--- src/rtl/studio_keypad.sv ---
// Studio II keypad controller: PS/2 key events -> per-key press state,
// tap stretching, and the OUT-select / EF3-EF4 scan flags.
module studio_keypad #(
  parameter int          NUM_PADS    = 2,
  parameter int          KEYS        = 10,
  parameter int          SEL_PORT    = 2,
  parameter logic [15:0] HOLD_CYCLES = 16'd50000
) (
  input  logic                clk,
  input  logic                reset,
  input  logic [10:0]         ps2_key,
  input  logic [2:0]          io_n,
  input  logic                io_out,
  input  logic [7:0]          io_dout,
  output logic [NUM_PADS-1:0] ef_n,
  output logic [NUM_PADS-1:0] key_any,
  output logic [3:0]          sel_key
);

  localparam int HOLD_I = int'(HOLD_CYCLES);
  localparam int CW_RAW = $clog2(HOLD_I + 1);
  localparam int CW     = (CW_RAW < 1) ? 1 : CW_RAW;
  localparam logic [CW-1:0] HOLD_C = CW'(HOLD_I);

  logic       shadow;
  logic       toggle;
  logic       make;
  logic       ext;
  logic [7:0] code;

  logic       map_ok;
  logic       map_pad;
  logic [3:0] map_key;
  logic       ev_valid;

  logic [NUM_PADS-1:0][15:0] pressed;

  logic unused_dout;

  assign unused_dout = ^io_dout[7:4];

  assign toggle = ps2_key[10] != shadow;
  assign make   = ps2_key[9];
  assign ext    = ps2_key[8];
  assign code   = ps2_key[7:0];

  // Remember the last toggle level so each flip is seen exactly once
  always_ff @(posedge clk) begin
    shadow <= ps2_key[10];
  end

  // Scancode to pad/key translation; ext must match the table exactly
  always_comb begin
    map_ok  = 1'b1;
    map_pad = 1'b0;
    map_key = 4'd0;
    case ({ext, code})
      9'h045: begin map_pad = 1'b0; map_key = 4'h0; end
      9'h016: begin map_pad = 1'b0; map_key = 4'h1; end
      9'h01E: begin map_pad = 1'b0; map_key = 4'h2; end
      9'h026: begin map_pad = 1'b0; map_key = 4'h3; end
      9'h025: begin map_pad = 1'b0; map_key = 4'h4; end
      9'h02E: begin map_pad = 1'b0; map_key = 4'h5; end
      9'h036: begin map_pad = 1'b0; map_key = 4'h6; end
      9'h03D: begin map_pad = 1'b0; map_key = 4'h7; end
      9'h03E: begin map_pad = 1'b0; map_key = 4'h8; end
      9'h046: begin map_pad = 1'b0; map_key = 4'h9; end
      9'h01C: begin map_pad = 1'b0; map_key = 4'hA; end
      9'h032: begin map_pad = 1'b0; map_key = 4'hB; end
      9'h021: begin map_pad = 1'b0; map_key = 4'hC; end
      9'h023: begin map_pad = 1'b0; map_key = 4'hD; end
      9'h024: begin map_pad = 1'b0; map_key = 4'hE; end
      9'h02B: begin map_pad = 1'b0; map_key = 4'hF; end
      9'h070: begin map_pad = 1'b1; map_key = 4'h0; end
      9'h069: begin map_pad = 1'b1; map_key = 4'h1; end
      9'h072: begin map_pad = 1'b1; map_key = 4'h2; end
      9'h07A: begin map_pad = 1'b1; map_key = 4'h3; end
      9'h06B: begin map_pad = 1'b1; map_key = 4'h4; end
      9'h073: begin map_pad = 1'b1; map_key = 4'h5; end
      9'h074: begin map_pad = 1'b1; map_key = 4'h6; end
      9'h06C: begin map_pad = 1'b1; map_key = 4'h7; end
      9'h075: begin map_pad = 1'b1; map_key = 4'h8; end
      9'h07D: begin map_pad = 1'b1; map_key = 4'h9; end
      9'h071: begin map_pad = 1'b1; map_key = 4'hA; end
      9'h15A: begin map_pad = 1'b1; map_key = 4'hB; end
      9'h14A: begin map_pad = 1'b1; map_key = 4'hC; end
      9'h07C: begin map_pad = 1'b1; map_key = 4'hD; end
      9'h07B: begin map_pad = 1'b1; map_key = 4'hE; end
      9'h079: begin map_pad = 1'b1; map_key = 4'hF; end
      default: map_ok = 1'b0;
    endcase
  end

  assign ev_valid = toggle && map_ok &&
                    (int'(map_key) < KEYS) &&
                    (int'(map_pad) < NUM_PADS);

  for (genvar p = 0; p < NUM_PADS; p++) begin : g_pad
    for (genvar k = 0; k < 16; k++) begin : g_key
      if (k < KEYS) begin : g_live
        logic          down;
        logic [CW-1:0] cnt;
        logic          hit;

        assign hit = ev_valid &&
                     (map_pad == 1'(p)) &&
                     (map_key == 4'(k));

        // Key down bit plus release-hold countdown
        always_ff @(posedge clk) begin
          if (reset) begin
            down <= 1'b0;
            cnt  <= '0;
          end else if (hit) begin
            if (make) begin
              down <= 1'b1;
              cnt  <= '0;
            end else if (down) begin
              down <= 1'b0;
              cnt  <= HOLD_C;
            end
          end else if (cnt != '0) begin
            cnt <= cnt - CW'(1);
          end
        end

        assign pressed[p][k] = down | (cnt != '0);
      end else begin : g_dead
        assign pressed[p][k] = 1'b0;
      end
    end
  end

  // Key select latched from OUT on the select port only
  always_ff @(posedge clk) begin
    if (reset) begin
      sel_key <= 4'd0;
    end else if (io_out && (io_n == 3'(SEL_PORT))) begin
      sel_key <= io_dout[3:0];
    end
  end

  // Registered per-pad flags from the current select and key state
  always_ff @(posedge clk) begin
    if (reset) begin
      ef_n    <= '1;
      key_any <= '0;
    end else begin
      for (int p = 0; p < NUM_PADS; p++) begin
        if (int'(sel_key) < KEYS) begin
          ef_n[p] <= ~pressed[p][sel_key];
        end else begin
          ef_n[p] <= 1'b1;
        end
        key_any[p] <= |pressed[p];
      end
    end
  end

endmodule

--- config.mk ---
export PLATFORM = sky130hd
export DESIGN_NAME = studio_keypad
export DESIGN_NICKNAME = d
export VERILOG_FILES = /design/src/rtl/studio_keypad.sv
export SDC_FILE = /design/constraint.sdc
export NUM_CORES = 1
export LEC_CHECK = 0
export CORE_ASPECT_RATIO = 1.2
export CORE_MARGIN = 2
export CORE_UTILIZATION = 40
export CTS_CLUSTER_DIAMETER = 120
export DETAILED_ROUTE_END_ITERATION = 8
export HOLD_SLACK_MARGIN = 0.02
export SLEW_MARGIN = 20
export SYNTH_ARGS = -nofsm -noshare
export SYNTH_HDL_FRONTEND = slang
export SYNTH_SLANG_ARGS = --single-unit
--- constraint.sdc ---
create_clock -name clk -period 4.26 [get_ports clk]
set_input_delay 0.852 -clock clk [delete_from_list [all_inputs] [get_ports clk]]
set_output_delay 0.852 -clock clk [all_outputs]
set_load 0.02 [all_outputs]
==> run metrics, run 1 <==
Setup WS post-layout=around 0.27 ns; Vias=between 20,000 and 25,000; I/O Pins=33; clk slew on worst S/H paths=approximately 0.060 ns; CP max FO=9; placed insts=approximately 3,400; Routed WL=around 62,000 um; f_max=250 MHz; max-cap viol count=0; Worst Hold Class=flip-flop to flip-flop; most frequent cells in the layout=dfxtp_1 (349), nand2_1 (267), buf_4 (243); Worst path top cell family by delay=buffers and inverters; Critical Path AT=around 4.4 ns; port buffer count=28; Gate Count Post-Synth=about 2,700; Row Count=90; dominant synthesized flop cell=dfxtp_1; vias in the first global route=about 20,000; DRC=0; mux cell area share after synthesis=1.37%; die width=roughly 210 um; CP Capture Type=flip-flop; largest family of logic cells by synthesized area=simple AND/OR/NAND/NOR gates; drt first pass iters=7; R2R Setup Slk=between 0.7 and 0.8 ns; XOR/XNOR Fraction of Synth Area=less than 1%; Slowest Stage Delay on Critical Path=~0.86 ns; die height=251 um; Reg2Reg Launch Point=g_pad[1].g_key[0].g_live.cnt[0]; Inserted Clock Buffers=41; pre-CTS setup slack=-0.337 ns; Mapped Area=20,400 um^2; syn_area_per_cell=7.65 um^2; ys async rst share=0%; fin area=approximately 24,000 um^2; Yosys top cell by area=dfxtp_1; Worst Tran Pin Value=around 1.1 ns; RSZ-0062 raised after global routing=false; share of layout cells above drive strength 1=14.3%; Slowest cell on crit path=nor3_1; DR vias/cell=about 6; status=complete, no violations; static leakage=roughly 9 nW; CTS tree=done; H-Tree Depth=2; Critical path buffers and inverters=6; adder-cell area share of the yosys netlist=around 1.2%; first-pass GRT wire length=roughly 100,000 um; die area=52,900 um^2; FF+latch count, synth=about 350; Post-DP Area=~23,000 um^2; most used cell, CP=buf_4; Final min period=3.99 ns; Netlist cell types=95; pwr dens=~710 nW/um^2; GRT Util Overall=a little under a quarter; compound-gate portion of the synthesized area=roughly a quarter; gr ovfl total=0; initial DRC count=1,315; syn_nets=between 2,000 and 3,000; dpl hpwl=around 43,000 um; kind of critical path=input port to flip-flop; Max Clock Skew=~0.012 ns; RR Endpoint=key_any[1]; top cells by area, synth=dfxtp_1 (34%), a21oi_1 (5.1%), nand2_1 (4.9%); Initial Utilization=between 40% and 50%; post-synth top area share=between 30% and 40%; layout filler cell count=4,839; Final Hold Fails=0; Final Max Slew Viols=0; largest net degree at the start of global routing=between 100 and 150; area grow syn2layout=19.0%; most common cell after layout, fill and taps aside=dfxtp_1; CP Data Required Time=between 4 and 5 ns; CORE AREA=roughly 50,000 um^2; sequential share of the synthesized area=roughly 34%; YS warnings=0; Sink Count=349; Antenna Violating Nets Remaining=0; VDD IR-drop max=between 0.3 and 0.4 mV; CTS Root Buffer Type=clkbuf_16; hold path startpoint=g_pad[1].g_key[3].g_live.cnt[6]; deepest clock path buffer count=3; Hold Path End=g_pad[1].g_key[3].g_live.cnt[6]; CP Launch Type=input port; RD Place Congestion=about 0.86; hold slack final=0.464 ns; Finished Layout Cells=around 3,500; mean routed wirelength per cell=between 15 and 20 um; initial antenna violation count=1; Skew-Pair Late Insertion Delay=around 0.56 ns; Max-slew headroom=29.3%; Ant. Diodes=0; worst reg2reg path depth=10; final worst path period share=a little over nine tenths; worst-path cell chain=clkdlybuf4s50_1 -> buf_4 -> nor4bb_1 -> buf_4 -> nand4_1 -> buf_4 -> o211ai_1 -> nor4_2 -> a2bb2oi_4 -> buf_4 -> nor3_1 -> buf_4 -> o211a_1 -> nor3_1; setup TNS=0 ns; fin nets=around 2,900; Post-Synth Simple-Gate Area=33.2%; number of synthesized flops with an enable pin=0; # setup viols final=0; hold depth=2
## cell families after synthesis
group	Yosys count
xor gates and xnor gates	6
and+or+nand+nor	1262
adders and majority gates	20
buffers and inverters	233
DFF	349
AOI/OAI and AO/OA	771
muxes	26
## registers in the layout, indices dropped and copies added, names as in the netlist
name / cells
ef_n: 2
g_pad.g_key.g_live.cnt: 320
key_any: 2
shadow: 1
g_pad.g_key.g_live.down: 20
sel_key: 4
## metal layers
metal  wire length [um]  GRT usage (%)  vias up
met1              27400           28.8    10300
met2              29100           39.0      507
met3               3330           3.95      114
met5                 13              0        -
met4               1860           8.11        2
li1                   -              -    10500
## power by group
| part | internal [mW] | switching, mW | total, mW |
|---|---|---|---|
| clock network | 2.07 | 1.43 | 3.50 |
| registers | 4.46 | 1.13 | 5.59 |
| logic | 3.50 | 4.57 | 8.07 |
## per-stage QoR
| stage | power, mW | utilization [%] |
|---|---|---|
| 6_report | 17.2 | 48.3 |
| 5_1_grt | 18.6 | 48.3 |
| 4_1_cts | 17.2 | 48.2 |
| 3_5_place_dp | 13.6 | 45.6 |
| 3_3_place_gp | 13.2 | 45.6 |
| 2_1_floorplan | 11.6 | - |
## synthesized netlist by cell type (86+ instances only)
cell type,count
o21ai_0,133
nor3_1,121
nand2_1,267
dfxtp_1,349
a21oi_1,207
a31oi_1,108
inv_1,86
nor2_1,223
or3_1,112
nand3_1,132
clkbuf_1,98
## worst min-delay path: stages, from the launching register on
cell and delay, ns:
dfxtp_1 0.31, o41ai_1 0.06, a21oi_1 0.06
## how the worst max path moves through the flow
stage	startpoint	to	slack (ns)	cells after the start
after CTS	ps2_key[8]	g_pad[0].g_key[4].g_live.cnt[6]	0.27	14
final	ps2_key[7]	g_pad[1].g_key[3].g_live.cnt[13]	0.27	14
after detailed placement	ps2_key[8]	g_pad[0].g_key[4].g_live.cnt[6]	-0.34	14
after floorplan	ps2_key[1]	g_pad[0].g_key[9].g_live.cnt[4]	0.73	12
after global placement	ps2_key[8]	g_pad[0].g_key[6].g_live.cnt[4]	-0.34	13
after global routing	ps2_key[3]	g_pad[1].g_key[3].g_live.cnt[13]	0.09	12
## area by class of cell
class	instances	area (um^2)	area share, %
clock buffers	62	1250	5.14
clock inverters	8	75.1	0.309
inverters	86	323	1.33
multi-input cells	2085	12500	51.6
flip-flops and latches	349	6990	28.8
well taps	644	806	3.32
repair buffers	282	2320	9.57
## repair_timing
action,CTS,global route
hold buffers,0,0
buffers inserted,0,0
resized for setup,0,1
endpoints found under the setup margin,0,1
Power figures use the tool's default switching activity.
==> run 2, diff against run 1 <==
--- a/config.mk
+++ b/config.mk
@@ -10,8 +10,9 @@
 export CORE_UTILIZATION = 40
 export CTS_CLUSTER_DIAMETER = 120
 export DETAILED_ROUTE_END_ITERATION = 8
+export GPL_TIMING_DRIVEN = 0
 export HOLD_SLACK_MARGIN = 0.02
-export SLEW_MARGIN = 20
+export SLEW_MARGIN = 25
 export SYNTH_ARGS = -nofsm -noshare
 export SYNTH_HDL_FRONTEND = slang
 export SYNTH_SLANG_ARGS = --single-unit
==> run 2 against run 1 <==
  * Setup slack lost 0.21 ns
  * Via count increased by 3.9%
  * Sequential power about the same
  * Clock skew grew 0.0056 ns
  * Power up 1.1%
  * Cell count fell by 2.4%
  * Clock power rose by 4%
  * Largest cell class unchanged
  * Largest power group unchanged
==> run metrics, run 2 (synthesized netlist as in run 1, its figures left out) <==
f_max=238 MHz (-5.0%); Final Hold Fails=0 (unchanged); Top Registers=g_pad.g_key.g_live.cnt x320, g_pad.g_key.g_live.down x20, sel_key x4; sequential share of power=32.4% (about the same); vias in the first global route=20,700 (+0.94%); port buffer count=27 (-3.6%); Routed WL=76,200 um (+23%); most frequent cells in the layout=dfxtp_1 (349), nand2_1 (266), nor2_1 (222); CTS Root Buffer Type=clkbuf_16; Final Util=46.5% (-1.8 points); VDD IR-drop max=0.456 mV (+34%); Final Power=17.4 mW (+1.1%); hold depth=1 (-1); Sink Count=349 (unchanged); hold_buf cts=0 (unchanged); Psw=7.39 mW (+3.7%); Largest register FFs=320 (unchanged); CP Launch Type=input port; largest net degree at the start of global routing=13 (-91%); worst reg2reg path depth=10 (unchanged); Hold Path End=g_pad[0].g_key[0].g_live.cnt[13]; CORE AREA=50,300 um^2 (unchanged); CTS tree=done; Final min period=4.20 ns (+0.209 ns); Reg2Reg Launch Point=g_pad[0].g_key[7].g_live.cnt[0]; R2R Setup Slk=0.51 ns (-0.24 ns); hold path startpoint=g_pad[0].g_key[0].g_live.cnt[13]; final worst path period share=98.7% (+4.9 points); die width=210 um (unchanged); deepest clock path buffer count=3 (unchanged); pwr dens=742 nW/um^2 (+5.1%); H-Tree Depth=2 (unchanged); DR vias/cell=6.50 (+6.5%); static leakage=8.26 nW (-8.2%); most common cell after layout, fill and taps aside=dfxtp_1; Internal=9.97 mW (-0.66%); Skew-Pair Late Insertion Delay=0.58 ns (+0.02 ns); die area=52,900 um^2 (unchanged); Slowest cell on crit path=clkdlybuf4s50_1; initial DRC count=2,352 (+79%); RR Endpoint=ef_n[0]; Max-slew headroom=25.6% (-3.7 points); first-pass GRT wire length=118,000 um (+17%); Slowest Stage Delay on Critical Path=0.58 ns (-0.28 ns); DRC=0 (unchanged); # setup viols final=0 (unchanged); fin nets=2,800 (-3.1%); area grow syn2layout=14.6%; RD Place Congestion=0.955 (+11%); drt first pass iters=6 (-1); layout filler cell count=4,896 (+1.2%); Row Count=90 (unchanged); dpl hpwl=53,700 um (+24%); Max Clock Skew=0.0180 ns (+0.00560 ns); die height=251 um (unchanged); clk slew on worst S/H paths=0.06 ns (about the same); worst-path cell chain=clkdlybuf4s50_1 -> buf_2 -> buf_4 -> nor2_1 -> a32oi_1 -> o211ai_1 -> nor4_4 -> a2bb2oi_4 -> buf_6 -> nor3_1 -> clkbuf_1 -> o21ai_0 -> o311a_1; Ant. Diodes=0 (unchanged); Levels on crit path=13 (-1); share of layout cells above drive strength 1=9.87% (-4.4 points); CP max FO=10 (+1); Critical path buffers and inverters=5 (-1); Initial Utilization=40.5% (unchanged); Combinational Power Share=46.7% (-0.3 points); clock network fraction of total power=20.9% (+0.5 points); kind of critical path=input port to flip-flop; gr ovfl total=0 (unchanged); I/O Pins=33 (unchanged); RSZ-0062 raised after global routing=true; GRT Util Overall=28.2% (+5.4 points); Worst Hold Class=flip-flop to flip-flop; Worst Tran Pin Value=1.12 ns (+0.0642 ns); CP Data Required Time=4.73 ns (+0.06 ns); Worst path top cell family by delay=buffers and inverters; max-cap viol count=0 (unchanged); CP Capture Type=flip-flop; initial antenna violation count=0 (-1); Critical Path AT=4.67 ns (+0.26 ns); largest reg by FF count=g_pad.g_key.g_live.cnt; sw frac=42.6% (+1.0 points); Vias=22,300 (+3.9%); Final Max Slew Viols=0 (unchanged); mean routed wirelength per cell=22.2 um (+26%); status=complete, no violations; Antenna Violating Nets Remaining=0 (unchanged); Inserted Clock Buffers=41 (unchanged)
==> run 2: per-layer routing <==
layer  vias to the layer above  GRT usage, %  part of all wire, %  wire length (um)
li1                      10300             -                    -                 -
met1                     10700          35.8                   41             30900
met2                       990          45.1                   45             34300
met3                       252          4.90                  8.5              6470
met4                         0          15.9                  6.0              4540
met5                         -             0                    0                 0
==> run 2: per-stage QoR <==
| stage | TNS [ns] | std cells | hold WS [ns] | setup slack, ns | instance area, um^2 |
|---|---|---|---|---|---|
| floorplan | 0 | 2667 | 0.416 | 0.728 | 20400 |
| global placement | -222.85 | 3338 | 0.436 | -1.21 | 21500 |
| detailed placement | -209.99 | 3340 | 0.438 | -0.964 | 21600 |
| CTS | -0.00878 | 3419 | 0.445 | -0.00676 | 23100 |
| global route | -0.246 | 3430 | 0.465 | -0.0536 | 23400 |
| finish | 0 | 3430 | 0.444 | 0.0564 | 23400 |
==> run 2: timing repair <==
item / 4_1_cts / 5_1_grt
hold endpoints to repair: 0 / 0
endpoints found under the setup margin: 198 / 291
buffers inserted: 5 / 12
gates resized for setup: 21 / 56
pin swaps: 3 / 4
==> run 2: power groups by stage <==
stage	Sequential [mW]	Combinational, mW	Clock (mW)
floorplan	5.33	6.30	0
global placement	5.56	7.63	0
detailed placement	5.61	7.88	0
CTS	5.56	7.94	3.70
global route	5.79	9.12	3.83
finish	5.62	8.11	3.63
==> run 2: worst max-delay path by stage <==
stage | startpoint | to | slack, ns
5_1_grt | ps2_key[2] | g_pad[0].g_key[1].g_live.cnt[5] | -0.05
6_report | ps2_key[3] | g_pad[0].g_key[7].g_live.cnt[0] | 0.06
3_5_place_dp | ps2_key[4] | g_pad[1].g_key[2].g_live.cnt[14] | -0.96
2_1_floorplan | ps2_key[1] | g_pad[0].g_key[9].g_live.cnt[4] | 0.73
4_1_cts | ps2_key[6] | g_pad[0].g_key[5].g_live.cnt[15] | -0.007
3_3_place_gp | ps2_key[9] | g_pad[1].g_key[7].g_live.cnt[4] | -1.21
==> run 2: area by class of cell <==
| cell class | instances | area, um^2 | share of cell area [%] |
|---|---|---|---|
| buffer | 145 | 684 | 2.93 |
| clock buffer | 59 | 1240 | 5.29 |
| clock inverter | 15 | 134 | 0.573 |
| tap | 644 | 806 | 3.45 |
| multi-input combinational | 2085 | 12800 | 54.7 |
| sequential | 349 | 6990 | 29.9 |
| inverter | 86 | 323 | 1.38 |
| timing repair buffer | 47 | 433 | 1.85 |
